File: config.mk
export PLATFORM = sky130hd
export DESIGN_NAME = alu_seq_128
export DESIGN_NICKNAME = d
export VERILOG_FILES = /design/src/rtl/alu_pkg.sv /design/src/rtl/alu_slice.sv /design/src/rtl/alu_seq_128.sv
export SDC_FILE = /design/constraint.sdc
export NUM_CORES = 1
export LEC_CHECK = 0
export BUFFER_PORTS_ARGS = -buffer_cell sky130_fd_sc_hd__buf_4
export CAP_MARGIN = 20
export CORE_MARGIN = 2
export CORE_UTILIZATION = 60
export DETAILED_ROUTE_END_ITERATION = 8
export HOLD_SLACK_MARGIN = 0.12
export MAX_ROUTING_LAYER = met4
export PLACE_DENSITY = 0.94
export SLEW_MARGIN = 20
export SYNTH_ARGS = -nofsm -noshare
export SYNTH_HDL_FRONTEND = slang
export SYNTH_HIERARCHICAL = 1
export SYNTH_SLANG_ARGS = --single-unit
File: constraint.sdc
create_clock -name clk -period 14.5 [get_ports clk]
set_input_delay 1.45 -clock clk [delete_from_list [all_inputs] [get_ports clk]]
set_output_delay 1.45 -clock clk [all_outputs]
set_load 0.02 [all_outputs]
File: src/rtl/alu_pkg.sv
// Shared types for the slice-serial ALU: 4-bit opcode set, FSM states, default slice width.
package alu_pkg;

    localparam int unsigned SLICE_DEFAULT = 32;

    typedef enum logic [3:0] {
        OP_ADD    = 4'h0,
        OP_SUBWB  = 4'h1,
        OP_MOV    = 4'h2,
        OP_SUB    = 4'h3,
        OP_INC    = 4'h4,
        OP_DEC    = 4'h5,
        OP_ADDINC = 4'h6,
        OP_RSV7   = 4'h7,
        OP_AND    = 4'h8,
        OP_OR     = 4'h9,
        OP_XOR    = 4'hA,
        OP_NOT    = 4'hB,
        OP_MOVB   = 4'hC,
        OP_LSHL   = 4'hD,
        OP_RSVE   = 4'hE,
        OP_RSVF   = 4'hF
    } optype_e;

    typedef enum logic [1:0] {
        ST_IDLE,
        ST_RUN,
        ST_DONE
    } state_e;

    // Carry-in seeded into the lowest slice; the shift-in for lshl is zero.
    function automatic logic cin_init(input optype_e op);
        return (op == OP_SUB) || (op == OP_INC) || (op == OP_ADDINC);
    endfunction

endpackage

File: src/rtl/alu_slice.sv
// Combinational SLICE-bit ALU slice; cin doubles as the shift-in bit for lshl.
module alu_slice
    import alu_pkg::*;
#(
    parameter int unsigned SLICE = SLICE_DEFAULT
) (
    input  logic [SLICE-1:0] a,
    input  logic [SLICE-1:0] b,
    input  logic             cin,
    input  optype_e          opcode,
    output logic [SLICE-1:0] r,
    output logic             cout,
    output logic             zero,
    output logic             ovf
);

    logic [SLICE-1:0] bp;
    logic [SLICE:0]   sum;
    logic             arith;

    always_comb begin
        bp    = '0;
        arith = 1'b0;
        case (opcode)
            OP_ADD, OP_ADDINC: begin bp = b;  arith = 1'b1; end
            OP_SUBWB, OP_SUB:  begin bp = ~b; arith = 1'b1; end
            OP_MOV, OP_INC:    begin bp = '0; arith = 1'b1; end
            OP_DEC:            begin bp = '1; arith = 1'b1; end
            default:           ;
        endcase

        sum  = {1'b0, a} + {1'b0, bp} + {{SLICE{1'b0}}, cin};
        r    = '0;
        cout = 1'b0;
        ovf  = 1'b0;
        if (arith) begin
            r    = sum[SLICE-1:0];
            cout = sum[SLICE];
            ovf  = (a[SLICE-1] == bp[SLICE-1]) && (r[SLICE-1] != a[SLICE-1]);
        end else begin
            case (opcode)
                OP_AND:  r = a & b;
                OP_OR:   r = a | b;
                OP_XOR:  r = a ^ b;
                OP_NOT:  r = ~a;
                OP_MOVB: r = b;
                OP_LSHL: begin
                    r    = {a[SLICE-2:0], cin};
                    cout = a[SLICE-1];
                end
                default: r = '0;
            endcase
        end
        zero = (r == '0);
    end

endmodule

File: src/rtl/alu_seq_128.sv
// Slice-serial ALU responder: accepts one request, computes LSB-first one slice per cycle,
// then holds result/flags on a valid/ready response channel.
module alu_seq_128
    import alu_pkg::*;
#(
    parameter int unsigned DWIDTH = 128,
    parameter int unsigned SLICE  = SLICE_DEFAULT
) (
    input  logic              clk,
    input  logic              rst,
    input  logic              req_valid,
    output logic              req_ready,
    input  logic [DWIDTH-1:0] op1,
    input  logic [DWIDTH-1:0] op2,
    input  logic [2:0]        opsel,
    input  logic              mode,
    output logic              rsp_valid,
    input  logic              rsp_ready,
    output logic [DWIDTH-1:0] result,
    output logic              c_flag,
    output logic              z_flag,
    output logic              o_flag,
    output logic              s_flag
);

    localparam int unsigned NSLICE = DWIDTH / SLICE;
    localparam int unsigned IDXW   = (NSLICE > 1) ? $clog2(NSLICE) : 1;

    if (DWIDTH % SLICE != 0) begin : g_width_check
        $fatal(1, "alu_seq_128: DWIDTH must be a multiple of SLICE");
    end

    state_e            state_q, state_d;
    logic [IDXW-1:0]   idx_q, idx_d;
    logic              carry_q, carry_d;
    logic [DWIDTH-1:0] a_q, a_d, b_q, b_d;
    optype_e           op_q, op_d;
    logic [DWIDTH-1:0] result_q, result_d;
    logic              c_q, c_d, z_q, z_d, o_q, o_d;

    logic [SLICE-1:0]  sl_r;
    logic              sl_cout, sl_zero, sl_ovf;

    alu_slice #(.SLICE(SLICE)) u_slice (
        .a      (a_q[idx_q*SLICE +: SLICE]),
        .b      (b_q[idx_q*SLICE +: SLICE]),
        .cin    (carry_q),
        .opcode (op_q),
        .r      (sl_r),
        .cout   (sl_cout),
        .zero   (sl_zero),
        .ovf    (sl_ovf)
    );

    assign req_ready = (state_q == ST_IDLE) && !rst;
    assign rsp_valid = (state_q == ST_DONE);
    assign result    = result_q;
    assign c_flag    = c_q;
    assign z_flag    = z_q;
    assign o_flag    = o_q;
    assign s_flag    = result_q[DWIDTH-1];

    always_comb begin
        state_d  = state_q;
        idx_d    = idx_q;
        carry_d  = carry_q;
        a_d      = a_q;
        b_d      = b_q;
        op_d     = op_q;
        result_d = result_q;
        c_d      = c_q;
        z_d      = z_q;
        o_d      = o_q;
        case (state_q)
            ST_IDLE: begin
                if (req_valid && req_ready) begin
                    a_d     = op1;
                    b_d     = op2;
                    op_d    = optype_e'({mode, opsel});
                    idx_d   = '0;
                    carry_d = cin_init(optype_e'({mode, opsel}));
                    c_d     = 1'b0;
                    z_d     = 1'b1;
                    o_d     = 1'b0;
                    state_d = ST_RUN;
                end
            end
            ST_RUN: begin
                // c/o track the latest slice, so after the top slice they hold the final values.
                result_d[idx_q*SLICE +: SLICE] = sl_r;
                carry_d = sl_cout;
                c_d     = sl_cout;
                o_d     = sl_ovf;
                z_d     = z_q & sl_zero;
                if (idx_q == IDXW'(NSLICE - 1)) begin
                    state_d = ST_DONE;
                end else begin
                    idx_d = idx_q + 1'b1;
                end
            end
            ST_DONE: begin
                if (rsp_ready) begin
                    state_d = ST_IDLE;
                end
            end
            default: state_d = ST_IDLE;
        endcase
    end

    always_ff @(posedge clk) begin
        if (rst) begin
            state_q  <= ST_IDLE;
            idx_q    <= '0;
            carry_q  <= 1'b0;
            result_q <= '0;
            c_q      <= 1'b0;
            z_q      <= 1'b0;
            o_q      <= 1'b0;
        end else begin
            state_q  <= state_d;
            idx_q    <= idx_d;
            carry_q  <= carry_d;
            result_q <= result_d;
            c_q      <= c_d;
            z_q      <= z_d;
            o_q      <= o_d;
        end
    end

    always_ff @(posedge clk) begin
        a_q  <= a_d;
        b_q  <= b_d;
        op_q <= op_d;
    end

endmodule

======== After elaboration in Yosys (flattened, before gate mapping) ========
Index checks and enable logic that the tools add are counted.
word-level totals
  input port bits ......................... 264
  register bits ........................... 396
  output and inout port bits .............. 134
operators by class
  mux-type cells .......................... 22
  $add $sub $neg .......................... 4
  equal/unequal tests ..................... 24
  shifts and indexed selects .............. 4
  bitwise gates (word level) .............. 6
  reductions and logical operators ........ 17
operators by type and width
  cell                         count
  $shiftx A128 B8 Y32          2
  $pmux W32 S6                 1
  $bwmux W128                  1
  $shift A32 B34 Y128 const A  1
  $shiftx A32 B34 Y128         1
  $pmux W32 S3                 1
  $not A32 Y32                 2
  $neg A7 Y34                  1
  $add A32 B32 Y33             1
  $add A33 B1 Y33              1
  $and A32 B32 Y32             1
  $logic_not A32 Y1            1
  $mux W32                     1
  $or A32 B32 Y32              1
  $xor A32 B32 Y32             1
  $eq A4 B4 Y1 const B         6
  $eq A4 B3 Y1 const B         5
  $eq A4 B2 Y1 const B         3
  $mux W2                      5
  $pmux W1 S2                  4
  $mux W1                      7
  $reduce_or A7 Y1             1
  $pmux W2 S3                  1
  $reduce_and A3 Y1            2
  other kinds (18)             26

======== Longest topological paths before layout ========
Gate-level depths: netlist (run 1).
  depth in word-level cells ............... 9
  gate-level depth with buffers ........... 24

======== Modules after synthesis ========
Netlist (run 1), hierarchy kept.
modules (own cells, without submodules)
  module       sequential area each (µm²)  times used  area an instance (µm²)  cells each
  alu_seq_128  10,530.1                    1           14,630.3                976
  alu_slice    0.0                         1           4,574.4                 645

======== Least setup slack after synthesis (run 1) ========
No wires, ideal clock.
  path kind ............................... input to register
  start ................................... input port rst
  end ..................................... register a_q[0], enable pin
  arrival time ............................ 8,089 ps
  stages on the path ...................... 3
  library setup time ...................... 653 ps
  slack ................................... 5,758 ps
  cell sequence ........................... buf_2 > nor3_1 > and2_1
between the ends
  longest elaborated chain between the ends .. 4
ends and longest elaborated chain
  element                             line                source
  start, declared                     alu_seq_128.sv:10   input logic rst,
  $logic_not A1 Y1                    alu_seq_128.sv:55   assign req_ready = (state_q == ST_IDLE) && !rst;
  $logic_and A1 B1 Y1                 alu_seq_128.sv:55
  net req_ready                       alu_seq_128.sv:12   output logic req_ready,
  $logic_and A1 B1 Y1                 alu_seq_128.sv:76   if (req_valid && req_ready) begin
  $reduce_and A2 Y1 (no source line)  --
  end signal, assigned                alu_seq_128.sv:131  a_q <= a_d;
  end, declared                       alu_seq_128.sv:36   logic [DWIDTH-1:0] a_q, a_d, b_q, b_d;
The timed path passes the listed nets, and every way through them passes these cells.
A chain may end at the register's enable or synchronous reset.

======== Worst setup path in the final report (run 1) ========
  start ................................... register idx_q[0]
  end ..................................... register z_q, in the netlist z_flag
between the ends
  longest elaborated chain between the ends .. 9
  elaborated cells on any way between the ends .. 15
  classes of those cells .................. add/sub (2); shift (2); mux (4); bitwise (6); reduce/logical (1)
ends and longest elaborated chain
  element                 line                source
  start, declared         alu_seq_128.sv:34   logic [IDXW-1:0] idx_q, idx_d;
  start signal, assigned  alu_seq_128.sv:121  idx_q <= idx_d;
  $shiftx A128 B8 Y32     alu_seq_128.sv:46   .b (b_q[idx_q*SLICE +: SLICE]),
  $not A32 Y32            alu_slice.sv:26     OP_SUBWB, OP_SUB: begin bp = ~b; arith = 1'b1; end
  $pmux W32 S3            alu_slice.sv:24     case (opcode)
  $add A32 B32 Y33        alu_slice.sv:32     sum = {1'b0, a} + {1'b0, bp} + {{SLICE{1'b0}}, cin};
  $add A33 B1 Y33         alu_slice.sv:32
  $mux W32 *              alu_slice.sv:36     if (arith) begin
  net sl_r[24]            alu_seq_128.sv:41   logic [SLICE-1:0] sl_r;
  $logic_not A32 Y1 *     alu_slice.sv:54     zero = (r == '0);
  net sl_zero             alu_seq_128.sv:42   logic sl_cout, sl_zero, sl_ovf;
  $and A1 B1 Y1 *         alu_seq_128.sv:94   z_d = z_q & sl_zero;
  $pmux W1 S2 *           alu_seq_128.sv:74   case (state_q)
  end signal, assigned    alu_seq_128.sv:125  z_q <= z_d;
  end, declared           alu_seq_128.sv:39   logic c_q, c_d, z_q, z_d, o_q, o_d;
The timed path passes the listed nets; every way through them passes the cells marked *.

==> flow_summary.ini, run 1 <==
[run_status]
status = finished, final reports clean

[global_route]
grt_max_degree = 105
grt_use_total = 0.3443
grt_pass1_vias = 15078
grt_pass1_wl_um = 85190
grt-ovfl-total = 0
antenna_found_initial = 0

[pwr]
irDropWorstVdd_mv = 0.1328
powerDensity_nw_per_um2 = 111.8
leakagePower_nw = 9.228

[floorplanning]
start_util = 0.6086
pin_count = 398
rows = 65
die_w_um = 182.9
die_area_sq_um = 33450
core_sq_um = 31560
fp.dieH_um = 182.9

[clock_tree]
cts_hold_buf = 0
clkSinkCount = 396
cts_buffers = 39
clkTransAtPathRegs_ns = 0.06
cts.repair.resized = 0
cts_tree = built
clk_latency_ns = 0.53
post_cts_buffers = 0
clock_path_buffers = 3
ctsHtreeMaxLevel = 2
cts_root_buf = clkbuf_16

[synthesis]
synth_commonest_cells = edfxtp_1, nand2_1, a21oi_1
synth.avg_cell_area_sq_um = 11.85
ys_top_cells_by_area = edfxtp_1, dfxtp_1, mux4_2
syn_inst = 1621
yosysWarnings = 6
synth_cell_types = 75
synth_edf_count = 260
synthArstFlopShare = 0
synth_area_sq_um = 19200
synth_top_area_share = 0.4065
synth_seq_cells = 396
yosysMostFrequentCell = edfxtp_1
seq_area_frac_synth = 0.5483
synth_top_cell_by_area = edfxtp_1
synth_ff_type = edfxtp_1
syn-num-nets = 1988

[detailed_routing]
drt_wl_total_um = 56510
vias = 15185
ant_nets = 0
via_per_inst = 6.322
route.detailed.wl_per_inst_um = 23.53
first_pass_iters = 6
drt_iter0_markers = 1786
drt_drc_violations_left = 0

[critical_path]
end_kind = flop
crit_path_max_fanout = 46
critical_path_class = flop to flop
crit_arrival_ns = 7.29
critPathRequiredTime_ns = 14.95
worst_setup_path_start_kind = flop

[placement]
dp_cells = 2333
placement.io_buffers = 397
dp_hpwl_um = 39490
place_congestion = 0.9734

[layout]
fin_nets = 2340
drive_above_1_share = 0.2880
n_antenna_cell = 0
syn2layout_area_growth_pct = 22.74
finalNonFillerCells = 2402

[timing]
tightest_slew_ns = 1.104
final-max-slew-violation-count = 0
setup_viol = 0
fin_crit_sh = 0.4721
fmax_mhz = 146.1
rsz0062_at_grt = false
hold_viol = 0
fin_crit_ns = 6.846
slew_headroom = 0.2560
skew_ns = 0.009825
fin_setup_tns_ns = 0

[run]
cap_viol_max_count = 0

[hold_path]
hold_class = flop to flop
## critical path, cell delays in order (launching register included)
cell and delay (ns):
dfxtp_4 0.75, buf_4 0.82, mux4_2 0.67, nand2_1 0.09, o211ai_1 0.11, fa_1 0.45
fa_1 0.44, a21o_1 0.23, a221oi_1 0.52, o21bai_1 0.27, a31oi_1 0.36, a21oi_1 0.28
a31oi_1 0.26, xor2_1 0.16, o221ai_1 0.30, nor4_1 0.37, nand3b_1 0.13, nor4_1 0.25
o21ai_0 0.12, a21oi_1 0.16
## final timing paths
kind | from | end | slack (ns) | depth (start not counted)
worst max-delay path | idx_q[0]$_SDFFE_PP0P_ | z_flag$_SDFFE_PP0P_ | 7.65 | 19
worst min-delay path | result[71]$_SDFFE_PP0P_ | result[71]$_SDFFE_PP0P_ | 0.45 | 2
worst max register to register | idx_q[0]$_SDFFE_PP0P_ | z_flag$_SDFFE_PP0P_ | 7.65 | 19
worst min register to register | result[71]$_SDFFE_PP0P_ | result[71]$_SDFFE_PP0P_ | 0.45 | 2
## power breakdown
| part | leakage, nW | internal [mW] | switching [mW] |
|---|---|---|---|
| Sequential | 3.51 | 1.24 | 0.0206 |
| Combinational | 5.13 | 0.165 | 0.232 |
| Clock | 0.595 | 0.563 | 0.411 |
| Total | 9.23 | 1.97 | 0.664 |
## area by class of cell
class	instances	area, sq um
clock buffers	51	1051
clock inverters	17	158.9
fillers	1998	7984
inverters	78	292.8
multi-input cells	1032	7810
flip-flops and latches	396	10540
well taps	402	503.0
repair buffers	426	3218
## cell families after synthesis
family | after synthesis | synth area share
AO/OA/AOI/OAI | 361 | 0.1187
XOR/XNOR | 29 | 0.01323
adder cells (fa/ha/maj) | 103 | 0.06789
buffers and inverters | 193 | 0.04632
flip-flops | 396 | 0.5483
multiplexers | 99 | 0.09369
AND/OR/NAND/NOR | 440 | 0.1119
## flip-flops by register name (all words and copies together) (netlist names)
signal,count
b_q,128
op_q,4
state_q,2
o_flag,1
a_q,128
idx_q,2
c_flag,1
z_flag,1
result,128
carry_q,1
## per-stage QoR
step	area, sq um	setup slack, ns	power (mW)	hold slack (ns)	utilization
after floorplan	19200	5.758	1.528	0.4793	-
after global placement	22330	7.866	1.656	0.4392	0.7078
after detailed placement	22330	7.716	1.671	0.4462	0.7078
after CTS	23540	7.702	2.633	0.4540	0.7461
after global routing	23570	7.099	2.720	0.4696	0.7470
final	23570	7.654	2.636	0.4509	0.7470
## layer usage
layer / wire length (um) / track usage / share of wire
met2: 27150 / 0.5573 / 0.48
met4: 2823 / 0.1453 / 0.050
met3: 5626 / 0.06652 / 0.10
met1: 20910 / 0.4286 / 0.37
met5: 0 / - / 0
## cell usage in the layout, fill, tap and decap left out, types with 7 or more instances in the layout
cell,synthesis,final
o21ai_0,35,35
edfxtp_1,260,260
ha_1,101,101
nand3_1,131,131
a222oi_1,9,9
o211ai_1,46,46
clkbuf_1,51,9
nand2_1,197,197
clkinv_1,0,7
mux4_2,64,64
a221oi_1,12,12
a211oi_1,9,9
xor2_1,15,15
nor2_1,32,32
dfxtp_1,136,134
nor2b_1,7,7
clkbuf_16,0,39
a31oi_1,7,7
inv_1,78,78
a21oi_1,165,165
a21o_1,19,19
nor3_1,11,10
a22oi_1,11,11
buf_4,1,425
xnor2_1,14,14
nand3b_1,8,8
mux2i_1,29,29
Note: power is estimated with default switching activity, not from simulation.
==> run 2, diff against run 1 <==
--- a/config.mk
+++ b/config.mk
@@ -5,14 +5,15 @@
 export SDC_FILE = /design/constraint.sdc
 export NUM_CORES = 1
 export LEC_CHECK = 0
+export ABC_AREA = 1
 export BUFFER_PORTS_ARGS = -buffer_cell sky130_fd_sc_hd__buf_4
 export CAP_MARGIN = 20
 export CORE_MARGIN = 2
-export CORE_UTILIZATION = 60
+export CORE_UTILIZATION = 56
 export DETAILED_ROUTE_END_ITERATION = 8
 export HOLD_SLACK_MARGIN = 0.12
 export MAX_ROUTING_LAYER = met4
-export PLACE_DENSITY = 0.94
+export PLACE_DENSITY = 0.89
 export SLEW_MARGIN = 20
 export SYNTH_ARGS = -nofsm -noshare
 export SYNTH_HDL_FRONTEND = slang
==> constraint.sdc (replaced) <==
create_clock -name clk -period 6.8 [get_ports clk]
set_input_delay 0.68 -clock clk [delete_from_list [all_inputs] [get_ports clk]]
set_output_delay 0.68 -clock clk [all_outputs]
set_load 0.02 [all_outputs]
==> run 2 against run 1 <==
Against the previous run: fmax increased by 36%; clock power grew 130%; clock-buffer cell count is 1 higher; sequential power grew 120%; non-clock buffer count fell by 15; worst hold slack got worse by 0.16 ns; core utilization is 5.0 points lower; final cell count up 35%; flip-flop and latch count is the same.
==> flow_summary.ini, run 2 <==
[global_route]
grt_pass1_vias = 18122
grt_max_degree = 131
grt-ovfl-total = 0
grt_use_total = 0.3365
antenna_found_initial = 1
grt_pass1_wl_um = 97000

[synthesis]
seq_area_frac_synth = 0.5156
synth_compound_area_frac = 0.1453
yosys.area_share.simple = 0.2085
yosysWarnings = 6
ys_top_cells_by_area = edfxtp_1, dfxtp_1, nand2_1
synth_edf_count = 260
synth_top_cell_by_area = edfxtp_1
synth-xor-area-share = 0
synthArstFlopShare = 0
synth_seq_cells = 396
synth_top_family_by_area = simple AND/OR/NAND/NOR gates
syn-num-nets = 2782
synthAdderAreaFrac = 0.06384
synth_ff_type = edfxtp_1
yosysMostFrequentCell = nand2_1
synth_commonest_cells = nand2_1, edfxtp_1, o21ai_0
syn_inst = 2415
synth.avg_cell_area_sq_um = 8.457
synthMuxAreaShare = 0
synth_cell_types = 34
synth_area_sq_um = 20420
synth_top_area_share = 0.3823

[critical_path]
regToRegEndpoint = z_flag$_SDFFE_PP0P_
timing.critical_path.from = idx_q[0]$_SDFFE_PP0P_
rrSetupSlack_ns = 1.76
critical_path_class = flop to flop
crit_top_cell = nand2_1
crit_path_max_incr_delay_ns = 0.64
cp_slowest_cell = o21ai_0
crit_arrival_ns = 5.45
crit_chain = buf_4 > o21ai_0 > o22ai_1 > o21ai_0 > o21bai_1 > ha_1 > nand3_1 > nand3_1 > nand2_1 > nand2_2 > nand2_1 > nand2_1 > nand2_1 > nand2_1 > o21ai_0 > nor2_1 > nand3_1 > nor2_1 > nand2_1 > nor2_2 > o21ai_0 > o21ai_0
critical_path.endpoint = z_flag$_SDFFE_PP0P_
end_kind = flop
crit_path_max_fanout = 74
r2r_start = idx_q[0]$_SDFFE_PP0P_
worst_setup_path_start_kind = flop
ff2ff_path_depth = 22
critPathRequiredTime_ns = 7.21

[timing]
slew_headroom = 0.2751
hold_viol = 0
setup_viol = 0
final-max-slew-violation-count = 0
fin_setup_tns_ns = 0
hold-worst-slack_ns = 0.2860
fin_crit_sh = 0.7412
rsz0062_at_grt = false
skew_ns = 0.01685
tightest_slew_ns = 1.085
fin_crit_ns = 5.040
fmax_mhz = 198.4

[layout]
multi_input_area_sq_um = 8551
syn2layout_area_growth_pct = 22.02
final_cell_mix = nand2_1, buf_4, edfxtp_1, o21ai_0, nor2_1
finalNonFillerCells = 3240
final-seq-area_sq_um = 10540
drive_above_1_share = 0.1836
fin_util = 0.6973
final_common_cell = nand2_1
fin_nets = 3115
fillCellCount = 2688

[clock_tree]
cts_tree = built
cts_buffers = 40
post_cts_buffers = 0
clkSinkCount = 396
clock_path_buffers = 3
clk_latency_ns = 0.57
clkTransAtPathRegs_ns = 0.06
cts_hold_buf = 0
cts.repair.resized = 0
cts_root_buf = clkbuf_16
ctsHtreeMaxLevel = 2

[placement]
dp_hpwl_um = 45190
place_congestion = 1.006
placement.io_buffers = 397
dp_cells = 3167

[detailed_routing]
ant_nets = 0
drt_drc_violations_left = 0
vias = 18804
first_pass_iters = 7
route.detailed.wl_per_inst_um = 19.44
drt_wl_total_um = 62970
via_per_inst = 5.804
drt_iter0_markers = 1707

[pwr]
powerDensity_nw_per_um2 = 253.9
p_int_mw = 4.442
leakagePower_nw = 10.77
clockPowerShare = 0.358
netSwitchingPower_mw = 1.886
comb_power_share = 0.214
irDropWorstVdd_mv = 0.2458
netSwitchingFraction = 0.2981
p_seq_frac = 0.428

[floorplanning]
die_area_sq_um = 38010
core_sq_um = 35740
fp.dieH_um = 195.0
start_util = 0.5714
rows = 69
pin_count = 398
die_w_um = 195.0

[run]
cap_viol_max_count = 0

[run_status]
status = finished, final reports clean

[hold_path]
hold_class = primary input to flop
-- run 2: worst max-delay path: cells and delay by family (launching register included) --
family	cells	cell delay [ns]
adders and majority gates	1	0.36
AOI/OAI and AO/OA	7	2.06
and+or+nand+nor	13	1.28
DFF	1	0.55
buffers and inverters	1	0.60
-- run 2: cell families after synthesis --
kind of cell / after synthesis
AOI/OAI and AO/OA: 551
adders and majority gates: 103
DFF: 396
and+or+nand+nor: 1034
buffers and inverters: 331
-- run 2: per-layer routing --
layer,track usage,part of all wire
met1,0.4317,0.40
met2,0.5458,0.48
met3,0.05043,0.090
met4,0.1227,0.031
met5,-,0
-- run 2: area by class of cell --
cell class                 instances  share of cell area
clock buffer                      52             0.04278
clock inverter                    20             0.01110
multi-input combinational       1688              0.3431
timing repair buffer             411              0.1248
sequential                       396              0.4227
inverter                         211             0.03223
antenna                            1           0.0001004
tap                              461             0.02314
-- run 2: per-stage QoR --
stage	cell area, sq um	power [mW]	worst slack [ns]
6_report	24920	6.328	1.760
5_1_grt	24920	6.602	1.397
4_1_cts	24920	6.322	1.873
3_5_place_dp	23570	4.076	1.931
3_3_place_gp	23570	4.042	2.058
2_1_floorplan	20420	3.606	0.1183
-- run 2: power groups by stage --
stage	registers (mW)	logic (mW)	clock network, mW
2_1_floorplan	2.78	0.830	0
4_1_cts	2.71	1.33	2.29
3_5_place_dp	2.76	1.32	0
3_3_place_gp	2.75	1.29	0
6_report	2.71	1.35	2.27
5_1_grt	2.71	1.50	2.39
-- run 2: worst min-delay path by stage --
stage,from,slack (ns),endpoint,depth (start not counted)
2_1_floorplan,result[10]$_SDFFE_PP0P_,0.54,result[10]$_SDFFE_PP0P_,2
3_3_place_gp,result[41]$_SDFFE_PP0P_,0.45,result[41]$_SDFFE_PP0P_,2
3_5_place_dp,result[104]$_SDFFE_PP0P_,0.46,result[104]$_SDFFE_PP0P_,2
4_1_cts,op2[31],0.27,b_q[31]$_DFFE_PP_,1
5_1_grt,op1[91],0.27,a_q[91]$_DFFE_PP_,1
6_report,op1[57],0.29,a_q[57]$_DFFE_PP_,1
